File: src/rtl/fir_decim_packer.sv
// Boxcar decimator with round/shift/saturate, chirp-frame packer and output FIFO.
// Optional FIR_DECIM_SAT_CNT_EN adds a per-frame clipped-sample counter port (sat_cnt).
module fir_decim_packer #(
  parameter int unsigned IN_WIDTH   = 28,
  parameter int unsigned OUT_WIDTH  = 16,
  parameter int unsigned DEC_LOG2   = 2,
  parameter int unsigned SHIFT      = 12,
  parameter int unsigned FRAME_LEN  = 256,
  parameter int unsigned FIFO_DEPTH = 8
) (
  input  logic                 clk,
  input  logic                 rst,
  input  logic                 frame_start,
  input  logic                 fir_valid,
  input  logic [IN_WIDTH-1:0]  fir_data,
  input  logic                 out_ready,
  output logic                 out_valid,
  output logic [OUT_WIDTH-1:0] out_data,
  output logic                 out_last,
  output logic                 overflow
`ifdef FIR_DECIM_SAT_CNT_EN
  ,
  output logic [15:0]          sat_cnt
`endif
);

  localparam int unsigned ACC_W = IN_WIDTH + DEC_LOG2;
  localparam int unsigned RND_W = ACC_W + 1;
  localparam int unsigned SH    = DEC_LOG2 + SHIFT;
  localparam int unsigned RES_W = RND_W - SH;
  localparam int unsigned CNT_W = $clog2(FRAME_LEN);
  localparam int unsigned PTR_W = $clog2(FIFO_DEPTH);
  localparam int unsigned OCC_W = PTR_W + 1;
  localparam int unsigned ENT_W = OUT_WIDTH + 1;

  localparam logic [0:0] S_IDLE = 1'b0;
  localparam logic [0:0] S_RUN  = 1'b1;

  localparam logic [DEC_LOG2-1:0]  PHASE_LAST = '1;
  localparam logic [CNT_W-1:0]     CNT_LAST   = CNT_W'(FRAME_LEN - 1);
  localparam logic [RND_W-1:0]     RND_BIAS   = RND_W'(1) << (SH - 1);
  localparam logic [OUT_WIDTH-1:0] SAT_MAX    = {1'b0, {(OUT_WIDTH-1){1'b1}}};
  localparam logic [OUT_WIDTH-1:0] SAT_MIN    = {1'b1, {(OUT_WIDTH-1){1'b0}}};
  localparam logic [OCC_W-1:0]     OCC_FULL   = OCC_W'(FIFO_DEPTH);

  logic [0:0]          r_state, w_state_nxt;
  logic [ACC_W-1:0]    r_acc, w_acc_nxt;
  logic [DEC_LOG2-1:0] r_phase, w_phase_nxt;
  logic [CNT_W-1:0]    r_cnt, w_cnt_nxt;
  logic                w_dump, w_dump_last;

  logic [ACC_W-1:0]     w_sum;
  logic [RND_W-1:0]     w_ext;
  logic [RES_W-1:0]     w_res;
  logic                 w_clip;
  logic [OUT_WIDTH-1:0] w_sat;

  logic                 r_push_vld;
  logic [OUT_WIDTH-1:0] r_push_data;
  logic                 r_push_last;

  logic [ENT_W-1:0] r_mem [FIFO_DEPTH];
  logic [PTR_W-1:0] r_wr_ptr, r_rd_ptr;
  logic [OCC_W-1:0] r_occ, w_occ_nxt;
  logic             r_out_valid;
  logic             r_overflow;
  logic             w_pop, w_push_ok;
  logic [ENT_W-1:0] w_head;

  // Round half up at the averaging+shift boundary, then clamp to the output range
  assign w_sum  = r_acc + {{DEC_LOG2{fir_data[IN_WIDTH-1]}}, fir_data};
  assign w_ext  = {w_sum[ACC_W-1], w_sum};
  assign w_res  = RES_W'(($signed(w_ext) + $signed(RND_BIAS)) >>> SH);
  assign w_clip = ~((&w_res[RES_W-1:OUT_WIDTH-1]) | ~(|w_res[RES_W-1:OUT_WIDTH-1]));
  assign w_sat  = w_clip ? (w_res[RES_W-1] ? SAT_MIN : SAT_MAX) : w_res[OUT_WIDTH-1:0];

  always_ff @(posedge clk) begin
    if (rst) begin
      r_state <= S_IDLE;
      r_acc   <= '0;
      r_phase <= '0;
      r_cnt   <= '0;
    end else begin
      r_state <= w_state_nxt;
      r_acc   <= w_acc_nxt;
      r_phase <= w_phase_nxt;
      r_cnt   <= w_cnt_nxt;
    end
  end

  // frame_start always restarts the frame and masks that cycle's sample, including a final dump
  always_comb begin
    w_state_nxt = r_state;
    w_acc_nxt   = r_acc;
    w_phase_nxt = r_phase;
    w_cnt_nxt   = r_cnt;
    w_dump      = 1'b0;
    w_dump_last = 1'b0;
    case (r_state)
      S_IDLE: begin
        if (frame_start) begin
          w_state_nxt = S_RUN;
          w_acc_nxt   = '0;
          w_phase_nxt = '0;
          w_cnt_nxt   = '0;
        end
      end
      S_RUN: begin
        if (frame_start) begin
          w_acc_nxt   = '0;
          w_phase_nxt = '0;
          w_cnt_nxt   = '0;
        end else if (fir_valid) begin
          if (r_phase == PHASE_LAST) begin
            w_dump      = 1'b1;
            w_dump_last = (r_cnt == CNT_LAST);
            w_acc_nxt   = '0;
            w_phase_nxt = '0;
            w_cnt_nxt   = r_cnt + CNT_W'(1);
            if (r_cnt == CNT_LAST) begin
              w_state_nxt = S_IDLE;
            end
          end else begin
            w_acc_nxt   = w_sum;
            w_phase_nxt = r_phase + DEC_LOG2'(1);
          end
        end
      end
      default: w_state_nxt = S_IDLE;
    endcase
  end

  always_ff @(posedge clk) begin
    if (rst) begin
      r_push_vld  <= 1'b0;
      r_push_data <= '0;
      r_push_last <= 1'b0;
    end else begin
      r_push_vld <= w_dump;
      if (w_dump) begin
        r_push_data <= w_sat;
        r_push_last <= w_dump_last;
      end
    end
  end

  // A pop in the same cycle frees the slot, so a push onto a full FIFO still lands
  assign w_pop     = r_out_valid & out_ready;
  assign w_push_ok = r_push_vld & ((r_occ != OCC_FULL) | w_pop);

  always_comb begin
    w_occ_nxt = r_occ;
    case ({w_push_ok, w_pop})
      2'b10:   w_occ_nxt = r_occ + OCC_W'(1);
      2'b01:   w_occ_nxt = r_occ - OCC_W'(1);
      default: w_occ_nxt = r_occ;
    endcase
  end

  always_ff @(posedge clk) begin
    if (rst) begin
      r_wr_ptr    <= '0;
      r_rd_ptr    <= '0;
      r_occ       <= '0;
      r_out_valid <= 1'b0;
      r_overflow  <= 1'b0;
      for (int i = 0; i < int'(FIFO_DEPTH); i++) begin
        r_mem[i] <= '0;
      end
    end else begin
      if (w_push_ok) begin
        r_mem[r_wr_ptr] <= {r_push_last, r_push_data};
        r_wr_ptr        <= r_wr_ptr + PTR_W'(1);
      end
      if (w_pop) begin
        r_rd_ptr <= r_rd_ptr + PTR_W'(1);
      end
      r_occ       <= w_occ_nxt;
      r_out_valid <= (w_occ_nxt != '0);
      if (r_push_vld && !w_push_ok) begin
        r_overflow <= 1'b1;
      end
    end
  end

  assign w_head    = r_mem[r_rd_ptr];
  assign out_valid = r_out_valid;
  assign out_data  = w_head[OUT_WIDTH-1:0];
  assign out_last  = w_head[OUT_WIDTH];
  assign overflow  = r_overflow;

`ifdef FIR_DECIM_SAT_CNT_EN
  logic [15:0] r_sat_cnt;

  always_ff @(posedge clk) begin
    if (rst || frame_start) begin
      r_sat_cnt <= '0;
    end else if (w_dump && w_clip && (r_sat_cnt != 16'hFFFF)) begin
      r_sat_cnt <= r_sat_cnt + 16'd1;
    end
  end

  assign sat_cnt = r_sat_cnt;
`endif

endmodule
File: config.mk
export PLATFORM = sky130hd
export DESIGN_NAME = fir_decim_packer
export DESIGN_NICKNAME = d
export VERILOG_FILES = /design/src/rtl/fir_decim_packer.sv
export SDC_FILE = /design/constraint.sdc
export NUM_CORES = 1
export LEC_CHECK = 0
export CELL_PAD_IN_SITES_DETAIL_PLACEMENT = 1
export CELL_PAD_IN_SITES_GLOBAL_PLACEMENT = 1
export CORE_AREA = 2 2 130 196
export DETAILED_ROUTE_END_ITERATION = 12
export DIE_AREA = 0 0 132 198
export DONT_BUFFER_PORTS = 1
export GPL_TIMING_DRIVEN = 0
export PLACE_DENSITY = 0.73
export SLEW_MARGIN = 20
export SYNTH_ARGS = -nofsm -noshare
export SYNTH_HDL_FRONTEND = slang
export SYNTH_SLANG_ARGS = --single-unit
File: constraint.sdc
create_clock -name clk -period 3.95 [get_ports clk]
set_input_delay 0.79 -clock clk [delete_from_list [all_inputs] [get_ports clk]]
set_output_delay 0.79 -clock clk [all_outputs]
set_load 0.05 [all_outputs]
* Yosys cells after proc, flatten, opt, wreduce, memory -nomap -nowiden
Memory sizes are Yosys's and may differ from the RTL's. A register that Yosys moved wholly into a read port is not among the register bits. Index checks and enable logic that the tools add are counted.
Word-level totals: flip-flop bits (word level) 71, memories kept 1, bits of input ports 33, memory bits (writable) 136
Memories:
- r_mem | depth 8, width 17, rd ports 1, clocked after memory_dff 1, write ports 8, RTL line 62 | logic [ENT_W-1:0] r_mem [FIFO_DEPTH];
Cells by class: bitwise operators 6, reductions and logical operators 8, add/sub/neg operators 8, eq/ne operators 8, mux-type cells 42
Operator list (number):
- 30-bit 2-to-1 mux | 4
- 30-bit one-hot mux with 2 select lines | 1
- 16-bit 2-to-1 mux | 2
- 8-bit 2-to-1 mux | 4
- 30-bit by 15-bit adder with 31-bit output (second input constant) | 1
- 30-bit adder | 1
- 1-bit 2-to-1 mux | 19
- 17-bit 2-to-1 mux | 1
- 17-bit OR reduction | 1
- 8-bit one-hot mux with 2 select lines | 1
- 3-bit 2-to-1 mux | 3
- 8-bit by 1-bit adder with 8-bit output (second input constant) | 1
- 8-bit == test (second input constant) | 1
- 2-bit 2-to-1 mux | 4
- 4-bit one-hot mux with 2 select lines | 1
- 3-bit by 1-bit adder with 3-bit output (second input constant) | 2
- 4-bit by 1-bit adder with 4-bit output (second input constant) | 1
- 2-bit == test (second input constant) | 2
- 4-bit inequality test (second input constant) | 1
- 2-bit one-hot mux with 2 select lines | 1
- 2-bit AND reduction | 2
- 4-bit nonzero test | 1
- 4-bit by 1-bit subtractor with 4-bit output (second input constant) | 1
- 3-bit by 2-bit inequality test with 1-bit output (second input constant) | 1
- 12 further kinds | 15

* Longest topological paths before layout
depth in word-level cells 8, gate-level depth with buffers 16

* Least setup slack after synthesis
OpenSTA, ideal clock, no wires.
path type input port to flip-flop, from input port fir_data[11], to register r_push_data[11], stages 15, setup time 0.114 ns, arrival time 4.018 ns, path slack -0.182 ns, path buffers 1, path through ha_1 -> buf_6 -> and2_4 -> and3_1 -> a221o_1 -> o21a_1 -> nor2_1 -> ha_1 -> inv_1 -> a2111o_1 -> nor4_2 -> nand3_1 -> o31ai_4 -> a21oi_1 -> a21o_1
On the way: longest elaborated chain between the ends 6
RTL lines:
- start, declared | RTL line 15 | input logic [IN_WIDTH-1:0] fir_data,
- 30-bit adder * | RTL line 71 | assign w_sum = r_acc + {{DEC_LOG2{fir_data[IN_WIDTH-1]}}, fir_data};
- 30-bit by 15-bit adder with 31-bit output * | RTL line 73 | assign w_res = RES_W'(($signed(w_ext) + $signed(RND_BIAS)) >>> SH);
- 2-bit OR reduction | RTL line 74 | assign w_clip = ~((&w_res[RES_W-1:OUT_WIDTH-1]) | ~(|w_res[RES_W-1:OUT_WIDTH-1]));
- 1-bit inverter | RTL line 74
- 1-bit bitwise OR | RTL line 74
- 16-bit 2-to-1 mux * | RTL line 75 | assign w_sat = w_clip ? (w_res[RES_W-1] ? SAT_MIN : SAT_MAX) : w_res[OUT_WIDTH-1:0];
- end signal, assigned | RTL line 141 | r_push_data <= w_sat;
- end, declared | RTL line 59 | logic [OUT_WIDTH-1:0] r_push_data;
Mark *: on every way between the ends. The rest lies on a longest branch, timed or not. A chain may end at the register's enable or synchronous reset.

* Worst setup path in the final report
from register r_acc[0], to register r_push_data[2]
On the way: longest elaborated chain between the ends 6
RTL lines:
- start, declared | RTL line 47 | logic [ACC_W-1:0] r_acc, w_acc_nxt;
- start signal, assigned | RTL line 85 | r_acc <= w_acc_nxt;
- 30-bit adder * | RTL line 71
- 30-bit by 15-bit adder with 31-bit output * | RTL line 73
- 2-bit OR reduction | RTL line 74
- 1-bit inverter | RTL line 74
- 1-bit bitwise OR | RTL line 74
- 16-bit 2-to-1 mux * | RTL line 75
Marked as above.

==> flow_summary_export.csv <==
group,metric,value,unit
run_status,run_status,"complete, no violations",
drt,wl_met3,859,µm
cts,cts_buffers,21,
cts,clk_pin_slew,0.07,ns
placement,dp_hpwl,23300,µm
cts,cts_buffer_depth,3,
placement,dp.cells,1366,
cts,clkLatencyLatePin,0.50,ns
timing,clock_skew,0.0122,ns
logic_synthesis,ys_types,75,
drt,top_layer,"met4",
timing,setup_viol,0,
drt,routed-wl-met2,18400,µm
logic_synthesis,synth_warnings,0,
cells_and_area,drive_above_1_share,0.181,
job,maxCapViolCount,0,
die,die_w,132,µm
timing,slew_viol_final,0,
power_and_ir_drop,power_density,397,nW/µm²
power_and_ir_drop,switching_share,0.269,
timing,fin_ws,0.114,ns
cells_and_area,final_cell_mix,"and2_1, edfxtp_1, nor2_1",
worst_setup_path,end_kind,"flop",
die,start_util,0.462,
cts,tritoncts,"built",
global_routing,grtUsageTotal,0.247,
placement,pre_cts_slack,-0.824,ns
die,die-area,26100,µm²
logic_synthesis,postSynth.asyncResetShare,0,
global_routing,grt_pass1_vias,8987,
logic_synthesis,synth_ff_type,"edfxtp_1",
worst_setup_path,arrival,4.23,ns
drt,firstDrtPassIters,4,
timing,fin_hold_ws,0.368,ns
timing,fmax,0.261,GHz
min_path,hold_class,"in -> reg",
drt,drt-total-wl,32300,µm
power_and_ir_drop,seqPwrFrac,0.483,
drt,drtIter0Drc,336,
worst_setup_path,path_common_cell,"inv_2",
worst_setup_path,slowest_stage,"a2111o_1",
cts,htreeDepth,1,
worst_setup_path,worst-path-buf-inv,3,
placement,gp_congestion,0.824,
cts,cts_root_buf,"clkbuf_16",
power_and_ir_drop,netSwitchingPower,0.00138,W
cells_and_area,final_core_util,0.525,
logic_synthesis,syn_area_per_cell,10.9,µm²
die,rows,71,
timing,rsz0062_at_grt,"yes",
cells_and_area,layout_commonest_cell,"and2_1",
timing,final.min_clock_period,3.84,ns
logic_synthesis,syn-num-nets,1109,
cts,cts_sinks,210,
worst_setup_path,cp_top_family,"compound AO/OA/AOI/OAI gates",
worst_setup_path,crit_type,"reg -> reg",
timing,hold_viol_final,0,
logic_synthesis,synth_area,11400,µm²
timing,worst_pin_slew,0.846,ns
cells_and_area,final_cells,1421,
die,die_y,198,µm
power_and_ir_drop,ir_drop,0.000343,V
cells_and_area,syn_to_final_growth,13.6,%
logic_synthesis,synth-edff-count,136,
power_and_ir_drop,power_frac_comb,0.148,
timing,slew_headroom,0.434,
power_and_ir_drop,p_clk_frac,0.370,
drt,vias,8266,
logic_synthesis,syn_inst,1038,
cells_and_area,antenna_cells,0,
drt,postRouteAntennaNets,0,
power_and_ir_drop,p_total,0.00512,W
worst_setup_path,crit_fanout,8,
logic_synthesis,synth_seq_cells,210,
power_and_ir_drop,p_int,0.00374,W
die,core,24600,µm²
die,io_pins,52,
drt,met1_length,11300,µm
timing,min_period_over_period,0.971,
power_and_ir_drop,leakage,4.62,nW
worst_setup_path,startpoint_type,"flop",
global_routing,grt_overflow_total,0,
global_routing,grt_max_degree,18,
worst_setup_path,crit_chain,"ha_4 > inv_2 > fa_2 > nor2b_2 > o2111ai_2 > a211oi_2 > nor3_2 > nor2_1 > ha_2 > inv_2 > a2111o_1 > nor4_4 > nand3_2 > o31ai_4 > buf_12 > a21oi_1 > a21o_1",
cells_and_area,nNetsFinal,1150,
drt,post_drt_via_cell_ratio,5.82,
logic_synthesis,ys_seq_area_frac,0.490,
placement,io_buffers,0,
drt,routedWlPerCell,22.7,µm
drt,drcViolationCount,0,
global_routing,grt_first_pass_wirelength,49800,µm
worst_setup_path,cp.required,4.35,ns
global_routing,antenna_found_initial,0,
worst_setup_path,slowest_delay,0.39,ns
==> stage by stage <==
stage	setup TNS (ns)	area [µm²]
6_report	0	12900
5_1_grt	-0.790	12900
2_1_floorplan	0	11400
3_5_place_dp	-11.66	11800
4_1_cts	0	12600
3_3_place_gp	-10.79	11800
==> power by group through the flow <==
stage	clock, W	sequential [W]	combinational (W)
2_1_floorplan	0	0.00250	0.000559
3_3_place_gp	0	0.00251	0.000705
3_5_place_dp	0	0.00252	0.000716
4_1_cts	0.00192	0.00247	0.000737
5_1_grt	0.00200	0.00248	0.000818
6_report	0.00189	0.00247	0.000757
==> synth_stat cells, types with 3 or more instances <==
library cell | instances | area [µm²]
inv_1 | 10 | 37.5
o41ai_1 | 3 | 26.3
buf_1 | 5 | 18.8
o2111ai_1 | 3 | 26.3
o31ai_1 | 5 | 37.5
nand2b_1 | 9 | 56.3
or4_1 | 3 | 22.5
and3b_1 | 3 | 26.3
a211oi_1 | 14 | 105
o21a_1 | 4 | 30.0
a32oi_1 | 3 | 26.3
mux4_2 | 34 | 766
mux2i_1 | 7 | 70.1
o21ai_0 | 27 | 135
dfxtp_1 | 74 | 1480
o21ai_1 | 6 | 30.0
a21o_1 | 14 | 105
nor2b_1 | 4 | 25.0
a22oi_1 | 24 | 180
edfxtp_1 | 136 | 4080
xor2_1 | 15 | 131
and4_1 | 6 | 52.6
mux2_2 | 19 | 214
clkbuf_1 | 44 | 165
ha_1 | 36 | 450
and2_1 | 140 | 876
a31oi_1 | 4 | 25.0
xnor2_1 | 21 | 184
o211ai_1 | 6 | 45.0
or3_1 | 7 | 43.8
nand3b_1 | 3 | 22.5
a31o_2 | 4 | 35.0
nand4_1 | 7 | 43.8
a21oi_1 | 64 | 320
nor3_1 | 19 | 95.1
nand2_1 | 53 | 199
nand3_1 | 22 | 110
nor2_1 | 103 | 387
nor4_1 | 4 | 25.0
a21boi_0 | 4 | 30.0
and3_1 | 11 | 68.8
or2_2 | 14 | 87.6
buf_2 | 5 | 25.0
==> cell families after synthesis <==
kind of cell    share of synthesized area
fa+ha+maj                          0.0432
buf+inv                            0.0227
compound gates                      0.129
mux                                0.0924
simple gates                        0.195
xor+xnor                           0.0278
flops                               0.490
==> path summary, 6_finish.rpt <==
kind | slack [ns] | from | cells after the start | to
min | 0.37 | rst | 1 | r_occ[2]
min reg2reg | 0.47 | r_phase[1] | 2 | r_phase[1]
max | 0.11 | r_acc[0] | 17 | r_push_data[2]
max reg2reg | 0.11 | r_acc[0] | 17 | r_push_data[2]
==> cell type report <==
cell class | instances | area (µm²)
fill | 2668 | 11700
multi-input combinational | 763 | 5850
buffer | 48 | 214
clock buffer | 28 | 583
tap | 328 | 410
clock inverter | 9 | 51.3
timing repair buffer | 25 | 200
inverter | 10 | 37.5
sequential | 210 | 5570
==> repair_timing <==
item	4_1_cts	5_1_grt
setup buffers	4	21
setup endpoints to repair	32	26
gates resized for setup	28	41
pin swaps	5	18
hold buffers	0	0
==> registers in the layout (all words and copies together), names as in the netlist, named ones only <==
register and flops:
r_occ 4, r_state 1, out_valid 1, r_push_data 16, r_wr_ptr 3, r_push_vld 1
r_cnt 8, r_rd_ptr 3, r_push_last 1, overflow 1, r_mem 136, r_acc 30
r_phase 2
==> metal layers <==
layer  GRT usage  vias to the layer above
li1            -                     3923
met1       0.245                     4103
met2       0.500                      157
met3      0.0243                       83
met4       0.125                        0
met5           0                        -
(Power assumes the default switching activity.)
